<file path="src/rtl/count_sched.sv">
// ----------------------------------------------------------------------------
// count_sched -- four-way round-robin scheduler that lends a shared counter
// to one requester at a time.
//
// Each grant owns the counter for BURST cycles. The counter advances by one
// per owned cycle and wraps silently. A one-cycle RELEASE gap always follows
// a grant; it carries the done pulse and advances the round-robin pointer
// past the requester that was just served.
//
// Parameters
//   CNT_W    width of the shared counter (default 8)
//   BURST    counter increments per grant, 1..255 (default 4)
//
// Ports
//   clk      input            rising-edge clock
//   reset    input            asynchronous, active-low reset
//   req      input  [3:0]     level-sensitive requests, one bit per requester
//   cnt_clr  input            synchronous counter clear, honoured in IDLE only
//   gnt      output [3:0]     one-hot grant, zero when nobody owns the counter
//   cnt      output [CNT_W-1:0] shared counter
//   busy     output           high while in GRANT
//   done     output           one-cycle pulse as a grant ends
//   done_id  output [1:0]     requester whose grant ended (valid with done)
//
// Build option
//   COUNT_SCHED_EARLY_REL_EN  when defined, a grant ends early as soon as the
//                             owner's req bit is sampled low during GRANT;
//                             that cycle does not advance the counter.
// ----------------------------------------------------------------------------
module count_sched #(
    parameter int CNT_W = 8,
    parameter int BURST = 4
) (
    input  logic             clk,
    input  logic             reset,
    input  logic [3:0]       req,
    input  logic             cnt_clr,
    output logic [3:0]       gnt,
    output logic [CNT_W-1:0] cnt,
    output logic             busy,
    output logic             done,
    output logic [1:0]       done_id
);

    typedef enum logic [1:0] {
        IDLE    = 2'd0,
        GRANT   = 2'd1,
        RELEASE = 2'd2
    } state_t;

    localparam logic [7:0]       BEAT_LAST = 8'(BURST - 1);
    localparam logic [CNT_W-1:0] CNT_ONE   = CNT_W'(1);

    generate
        if ((BURST < 1) || (BURST > 255)) begin : g_bad_burst
            $error("count_sched: BURST must lie in 1..255");
        end
    endgenerate

    // First set request at or after the pointer, searching upward mod 4.
    // Only meaningful when r is non-zero; otherwise returns the pointer.
    function automatic logic [1:0] rr_pick(input logic [3:0] r,
                                           input logic [1:0] p);
        logic [1:0] idx;
        logic [1:0] win;
        logic       found;
        win   = p;
        found = 1'b0;
        for (int i = 0; i < 4; i++) begin
            idx = p + 2'(i);
            if (!found && r[idx]) begin
                win   = idx;
                found = 1'b1;
            end
        end
        return win;
    endfunction

    function automatic logic [3:0] onehot4(input logic [1:0] i);
        return 4'b0001 << i;
    endfunction

    // Counter advance: modulo 2^CNT_W, wrap is intentionally silent.
    function automatic logic [CNT_W-1:0] cnt_wrap_inc(input logic [CNT_W-1:0] c);
        return c + CNT_ONE;
    endfunction

    state_t           state, state_nxt;
    logic [1:0]       ptr, ptr_nxt;
    logic [1:0]       owner, owner_nxt;
    logic [7:0]       beat, beat_nxt;
    logic [3:0]       gnt_nxt;
    logic [CNT_W-1:0] cnt_nxt;
    logic             busy_nxt;
    logic             done_nxt;
    logic [1:0]       done_id_nxt;
    logic             owner_drop;

`ifdef COUNT_SCHED_EARLY_REL_EN
    assign owner_drop = ~req[owner];
`else
    assign owner_drop = 1'b0;
`endif

    // State and registered outputs
    always_ff @(posedge clk or negedge reset) begin
        if (!reset) begin
            state   <= IDLE;
            ptr     <= 2'd0;
            owner   <= 2'd0;
            beat    <= 8'd0;
            gnt     <= 4'd0;
            cnt     <= '0;
            busy    <= 1'b0;
            done    <= 1'b0;
            done_id <= 2'd0;
        end else begin
            state   <= state_nxt;
            ptr     <= ptr_nxt;
            owner   <= owner_nxt;
            beat    <= beat_nxt;
            gnt     <= gnt_nxt;
            cnt     <= cnt_nxt;
            busy    <= busy_nxt;
            done    <= done_nxt;
            done_id <= done_id_nxt;
        end
    end

    // Next-state and next-output decode
    always_comb begin
        state_nxt   = state;
        ptr_nxt     = ptr;
        owner_nxt   = owner;
        beat_nxt    = beat;
        gnt_nxt     = 4'd0;
        cnt_nxt     = cnt;
        busy_nxt    = 1'b0;
        done_nxt    = 1'b0;
        done_id_nxt = done_id;

        unique case (state)
            IDLE: begin
                // A clear and a new grant in the same cycle both apply, so
                // the first GRANT cycle already shows zero.
                if (cnt_clr) begin
                    cnt_nxt = '0;
                end
                if (|req) begin
                    owner_nxt = rr_pick(req, ptr);
                    gnt_nxt   = onehot4(rr_pick(req, ptr));
                    busy_nxt  = 1'b1;
                    beat_nxt  = 8'd0;
                    state_nxt = GRANT;
                end
            end

            GRANT: begin
                if (owner_drop) begin
                    // Early end: the cycle that sees the dropped request
                    // does not count.
                    state_nxt   = RELEASE;
                    done_nxt    = 1'b1;
                    done_id_nxt = owner;
                    ptr_nxt     = owner + 2'd1;
                end else begin
                    cnt_nxt  = cnt_wrap_inc(cnt);
                    beat_nxt = beat + 8'd1;
                    if (beat == BEAT_LAST) begin
                        state_nxt   = RELEASE;
                        done_nxt    = 1'b1;
                        done_id_nxt = owner;
                        ptr_nxt     = owner + 2'd1;
                    end else begin
                        gnt_nxt  = gnt;
                        busy_nxt = 1'b1;
                    end
                end
            end

            RELEASE: begin
                // Mandatory one-cycle gap; requests are not looked at here.
                state_nxt = IDLE;
            end

            default: begin
                state_nxt = IDLE;
            end
        endcase
    end

`ifndef SYNTHESIS
    a_gnt_onehot0 : assert property (@(posedge clk) disable iff (!reset)
                                     $onehot0(gnt));
    a_done_single : assert property (@(posedge clk) disable iff (!reset)
                                     !(done && $past(done)));
`endif

endmodule
</file>
<file path="config.mk">
export PLATFORM = sky130hd
export DESIGN_NAME = count_sched
export DESIGN_NICKNAME = d
export VERILOG_FILES = /design/src/rtl/count_sched.sv
export SDC_FILE = /design/constraint.sdc
export NUM_CORES = 1
export LEC_CHECK = 0
export CAP_MARGIN = 10
export CORE_AREA = 2 2 60 67
export CTS_CLUSTER_SIZE = 25
export DETAILED_ROUTE_END_ITERATION = 16
export DIE_AREA = 0 0 62 69
export PLACE_DENSITY = 0.59
export SYNTH_ARGS = -nofsm -noshare
export SYNTH_HDL_FRONTEND = slang
export SYNTH_SLANG_ARGS = --single-unit
</file>
<file path="constraint.sdc">
create_clock -name clk -period 2.9 [get_ports clk]
set_clock_uncertainty 0.05 [all_clocks]
set_input_delay 0.58 -clock clk [delete_from_list [all_inputs] [get_ports clk]]
set_output_delay 0.58 -clock clk [all_outputs]
set_load 0.02 [all_outputs]
</file>
; ---- After elaboration in Yosys (flattened, before gate mapping)
; Cells that the tools add are included.
[classes]
order_cmp = 4
muxes = 37
addsub = 6
n_eq_ne = 5
shift = 1
n_reduce_logical = 14
[ops]
columns = op, count
row1 = $pmux W8 S2, 2
row2 = $mux W1, 17
row3 = $add A8 B1 Y8 const B, 2
row4 = $mux W8, 2
row5 = $mux W2, 7
row6 = $lt A2 B3 Y1 const B, 4
row7 = $reduce_and A2 Y1, 5
row8 = $bmux W1 S2, 4
row9 = $eq A8 B2 Y1 const B, 1
row10 = $mux W4, 2
row11 = $pmux W4 S2, 1
row12 = $ne A2 B2 Y1 const B, 3
row13 = $add A2 B1 Y2 const B, 2
row14 = $add A2 B2 Y2 const B, 2
row15 = $pmux W2 S2, 1
row16 = $reduce_or A4 Y1, 1
row17 = $shl A1 B2 Y4 const A, 1
row18 = $logic_and A1 B1 Y1, 3
row19 = $logic_not A1 Y1, 3
row20 = $eq A2 B1 Y1 const B, 1
row21 = $logic_not A2 Y1, 1
row22 = $pmux W1 S2, 1
row23 = $reduce_bool A2 Y1, 1
[totals]
in_bits = 7
out_inout_bits = 16
ff_bits = 30

; ---- Longest topological paths before layout
[depth]
depth_word = 23
depth_mapped = 5

; ---- Least setup slack after synthesis
; Ideal clock, no wire load.
[synth_path]
kind = reg2reg
from = reg beat[5]
to = reg done_id[0]
path_stages_with_launch = 4
path_slack_ns = 1.149
required_time_ns = 2.725
arrival_time_ns = 1.576
cell_sequence = dfrtp_1 -> or4_4 -> nor4_4 -> mux2_2
[synth_between]
elab_chain_cells = 2
[synth_lines]
columns = item, line
row1 = "start, declared", 91  ; logic [7:0] beat, beat_nxt;
row2 = "start signal, assigned", 121  ; beat <= beat_nxt;
row3 = $eq A8 B2 Y1, 169  ; if (beat == BEAT_LAST) begin
row4 = $reduce_and A2 Y1 (no line), --
row5 = "end signal, assigned", 126  ; done_id <= done_id_nxt;
row6 = "end, declared", 42  ; output logic [1:0] done_id
; No other way between the ends.
; A chain may end at the register's enable or synchronous reset.

; ---- Worst setup path after layout
[layout_path]
from = in req[0]
to = reg gnt[0]
[layout_between]
elab_chain_cells = 23
[layout_lines]
columns = item, line
row1 = "start, declared", 36  ; input logic [3:0] req,
row2 = $bmux W1 S2, 71  ; if (!found && r[idx]) begin
row3 = $mux W1 (implied by the code), 71
row4 = $mux W1, 71
row5 = $mux W1, 149  ; if (|req) begin
row6 = $mux W1, 142  ; unique case (state)
row7 = $logic_not A1 Y1, 71
row8 = $logic_and A1 B1 Y1, 71
row9 = $mux W1, 71
row10 = (+7 left out), --
row11 = $logic_not A1 Y1, 71
row12 = $logic_and A1 B1 Y1, 71
row13 = $mux W2, 71
row14 = $mux W2, 149
row15 = $mux W2, 142
row16 = $shl A1 B2 Y4, 80  ; return 4'b0001 << i;
row17 = $mux W4 *, 149
row18 = $pmux W4 S2 *, 142
row19 = "end signal, assigned", 122  ; gnt <= gnt_nxt;
row20 = "end, declared", 38  ; output logic [3:0] gnt,
; Every way passes the cells marked *; elsewhere a longest branch is shown, timed or not. The select of a mux whose other input is x is not followed.

==> metrics <==
Vias/cell=5.23; crit path max fanout=10; flop2flop setup slack=1010 ps; top cell type by total area after synthesis=dfrtp_1; Startpoint Class=input pin; IO Port Bufs=22; Slew Limit Fails=0; Skew-Pair Late Insertion Delay=280 ps; Iter 0 DRT Violations=48; share of flip-flops with an asynchronous set or reset=100%; relative slew slack=65.7%; Routed WL=2920 µm; final period utilization=69.2%; Final Setup Violations=0; total negative slack=0 ps; Clock Sinks=30; Synth Instances=134; WS Path Type=input pin to flop; R2R Path End=done_id[1]; Die Wd=62 µm; largest net degree at the start of global routing=31; Final Net Count=171; WP data required=3020 ps; sequential-to-total area share from yosys stat=54.1%; total CTS buffers=5; status=finished, final reports clean; grt ovf=0; Synth Register Bits=30; dpl hpwl=2060 µm; # IOs=23; initial antenna violation count=0; Cell Pwr Density=985 nW/µm²; Final Hold Fails=0; H-Tree Depth=2; f_max=0.498 GHz; Routed wire per std cell=13.7 µm; hold slack=426 ps; CTS tree=built; vias in the first global route=1,085; FP Rows=23; post-layout util=49.1%; postcts setup bufs=0; maximum VDD drop=0.000428 V; Starting Density=38.6%; Max Root-Sink Buffers=2; EDFF count, synth=0; top cell type's share of synthesized area=54.1%; count of cell types in the netlist=33; total track usage=15.9%; Yosys warning count=0; Core Region=3600 µm²; PnR Total Power=0.00174 W; Netlist Area Pre-Place=1390 µm²; synth top area cells=dfrtp_1 (54%), o21ai_0 (4.7%), nand2_1 (4.1%), mux2i_1 (3.6%), nand3_1 (3.2%); # diodes=0; share of cells above drive strength 1=7.98%; hold_sp=cnt[7]; fin crit period=2010 ps; detailed-route via count=1,115; filler cell count=341; Worst setup EP type=flop; WP data arrival=2130 ps; die area=4280 µm²; Worst-path clk slew=60 ps; P&R area growth vs syn=27.2%; hold_buf cts=0; total leakage power=0.782 nW; Residual DRC=0; Synth Area per Inst=10.4 µm²; remaining antenna violation count=0; Post-Syn Nets=143; Main synth FF type=dfrtp_1; CTS Root Cell=clkbuf_8; Hold Path Class=flop to flop; post-CTS sizing=0; worst reg2reg startpoint=beat[5]; Die Ht=69 µm; worst reg2reg path depth=3; RSZ-0062 raised after global routing=false; Hold Path Sink=cnt[7]; worst-margin pin slew=515 ps; first-pass GRT wire length=5010 µm; Detailed Routing Iterations Pass 1=4; max cap viols=0; GPL Wtd Cong=0.758; hold depth=1
## metal layers
layer | vias to the layer above | GRT usage, % | share of wire (%)
li1 | 547 | - | -
met1 | 541 | 21.0 | 46
met2 | 22 | 22.8 | 47
met3 | 5 | 5.82 | 5.1
met4 | 0 | 7.09 | 2.1
met5 | - | 0 | 0
## logic make-up (layout without fill, tap and decap cells)
group	Yosys count	after routing	synth area share, %
AOI/OAI and AO/OA	36	36	16.4
xor gates and xnor gates	1	1	0.631
adders and majority gates	2	2	1.80
buffers and inverters	6	35	1.62
DFF	30	30	54.1
muxes	7	7	5.23
and+or+nand+nor	52	52	20.3
## sequential cells by signal, indices dropped and copies added, names as in the netlist
name	cells
beat	8
cnt	8
gnt	4
done_id	2
owner	2
ptr	2
state	2
busy	1
done	1
## synth_stat cells (2+ instances only)
| cell type | instances |
|---|---|
| o211ai_1 | 2 |
| nand3_1 | 9 |
| a21oi_1 | 6 |
| and3_1 | 2 |
| nor4_1 | 2 |
| ha_1 | 2 |
| nor2_1 | 8 |
| o31ai_1 | 2 |
| dfrtp_1 | 30 |
| mux2i_1 | 5 |
| o22ai_1 | 2 |
| inv_1 | 3 |
| nand2b_1 | 3 |
| a22o_1 | 3 |
| nand4_1 | 3 |
| o22a_1 | 2 |
| nor2b_1 | 4 |
| o21ai_0 | 13 |
| mux2_2 | 2 |
| o2bb2ai_1 | 2 |
| nand2_1 | 15 |
| clkbuf_1 | 3 |
## cells in the final DEF (no fill, tap or decap), types with 2 or more instances in the layout
cell / n
nand3_1: 9
nor2b_1: 4
buf_4: 2
o22ai_1: 2
inv_1: 3
o2bb2ai_1: 2
nor4_1: 2
clkbuf_8: 6
a22o_1: 3
nor2_1: 8
o211ai_1: 2
and3_1: 2
o31ai_1: 2
a21oi_1: 6
nand2_1: 15
dfrtp_1: 30
o22a_1: 2
nand2b_1: 3
mux2_2: 2
ha_1: 2
mux2i_1: 5
nand4_1: 3
o21ai_0: 13
clkdlybuf4s50_1: 22
## stage by stage
step / area, µm² / std cells / setup WS (ps)
detailed placement: 1680 / 205 / 633
global placement: 1680 / 205 / 682
global route: 1770 / 213 / 795
floorplan: 1390 / 134 / 1150
CTS: 1770 / 213 / 913
finish: 1770 / 213 / 892
## critical path, stage by stage
cell and delay, ps:
clkdlybuf4s50_1 500, nor4_1 390, nand2b_1 350, a31oi_1 100, a22o_1 210
## worst max path at each step
| stage | startpoint | endpoint | slack (ps) | cells past startpoint |
|---|---|---|---|---|
| floorplan | beat[5] | done_id[0] | 1150 | 3 |
| global placement | req[0] | gnt[2] | 680 | 5 |
| detailed placement | req[0] | gnt[2] | 630 | 5 |
| CTS | cnt[2] | cnt[2] | 910 | 1 |
| global route | req[0] | gnt[2] | 790 | 5 |
| finish | req[0] | gnt[0] | 890 | 5 |
## final cells by class
| cell class | count | area, µm² | area share [%] |
|---|---|---|---|
| sequential | 30 | 751 | 42.5 |
| multi-input combinational | 98 | 616 | 34.8 |
| timing repair buffer | 24 | 235 | 13.3 |
| clock buffer | 7 | 86.3 | 4.89 |
| tap | 50 | 62.6 | 3.54 |
| inverter | 3 | 11.3 | 0.637 |
| clock inverter | 1 | 5.00 | 0.283 |
## power breakdown
group / internal (W) / switching, W
logic: 0.000326 / 0.000404
registers: 0.000556 / 0.000118
clock network: 0.000191 / 0.000147
Power figures use the tool's default switching activity.
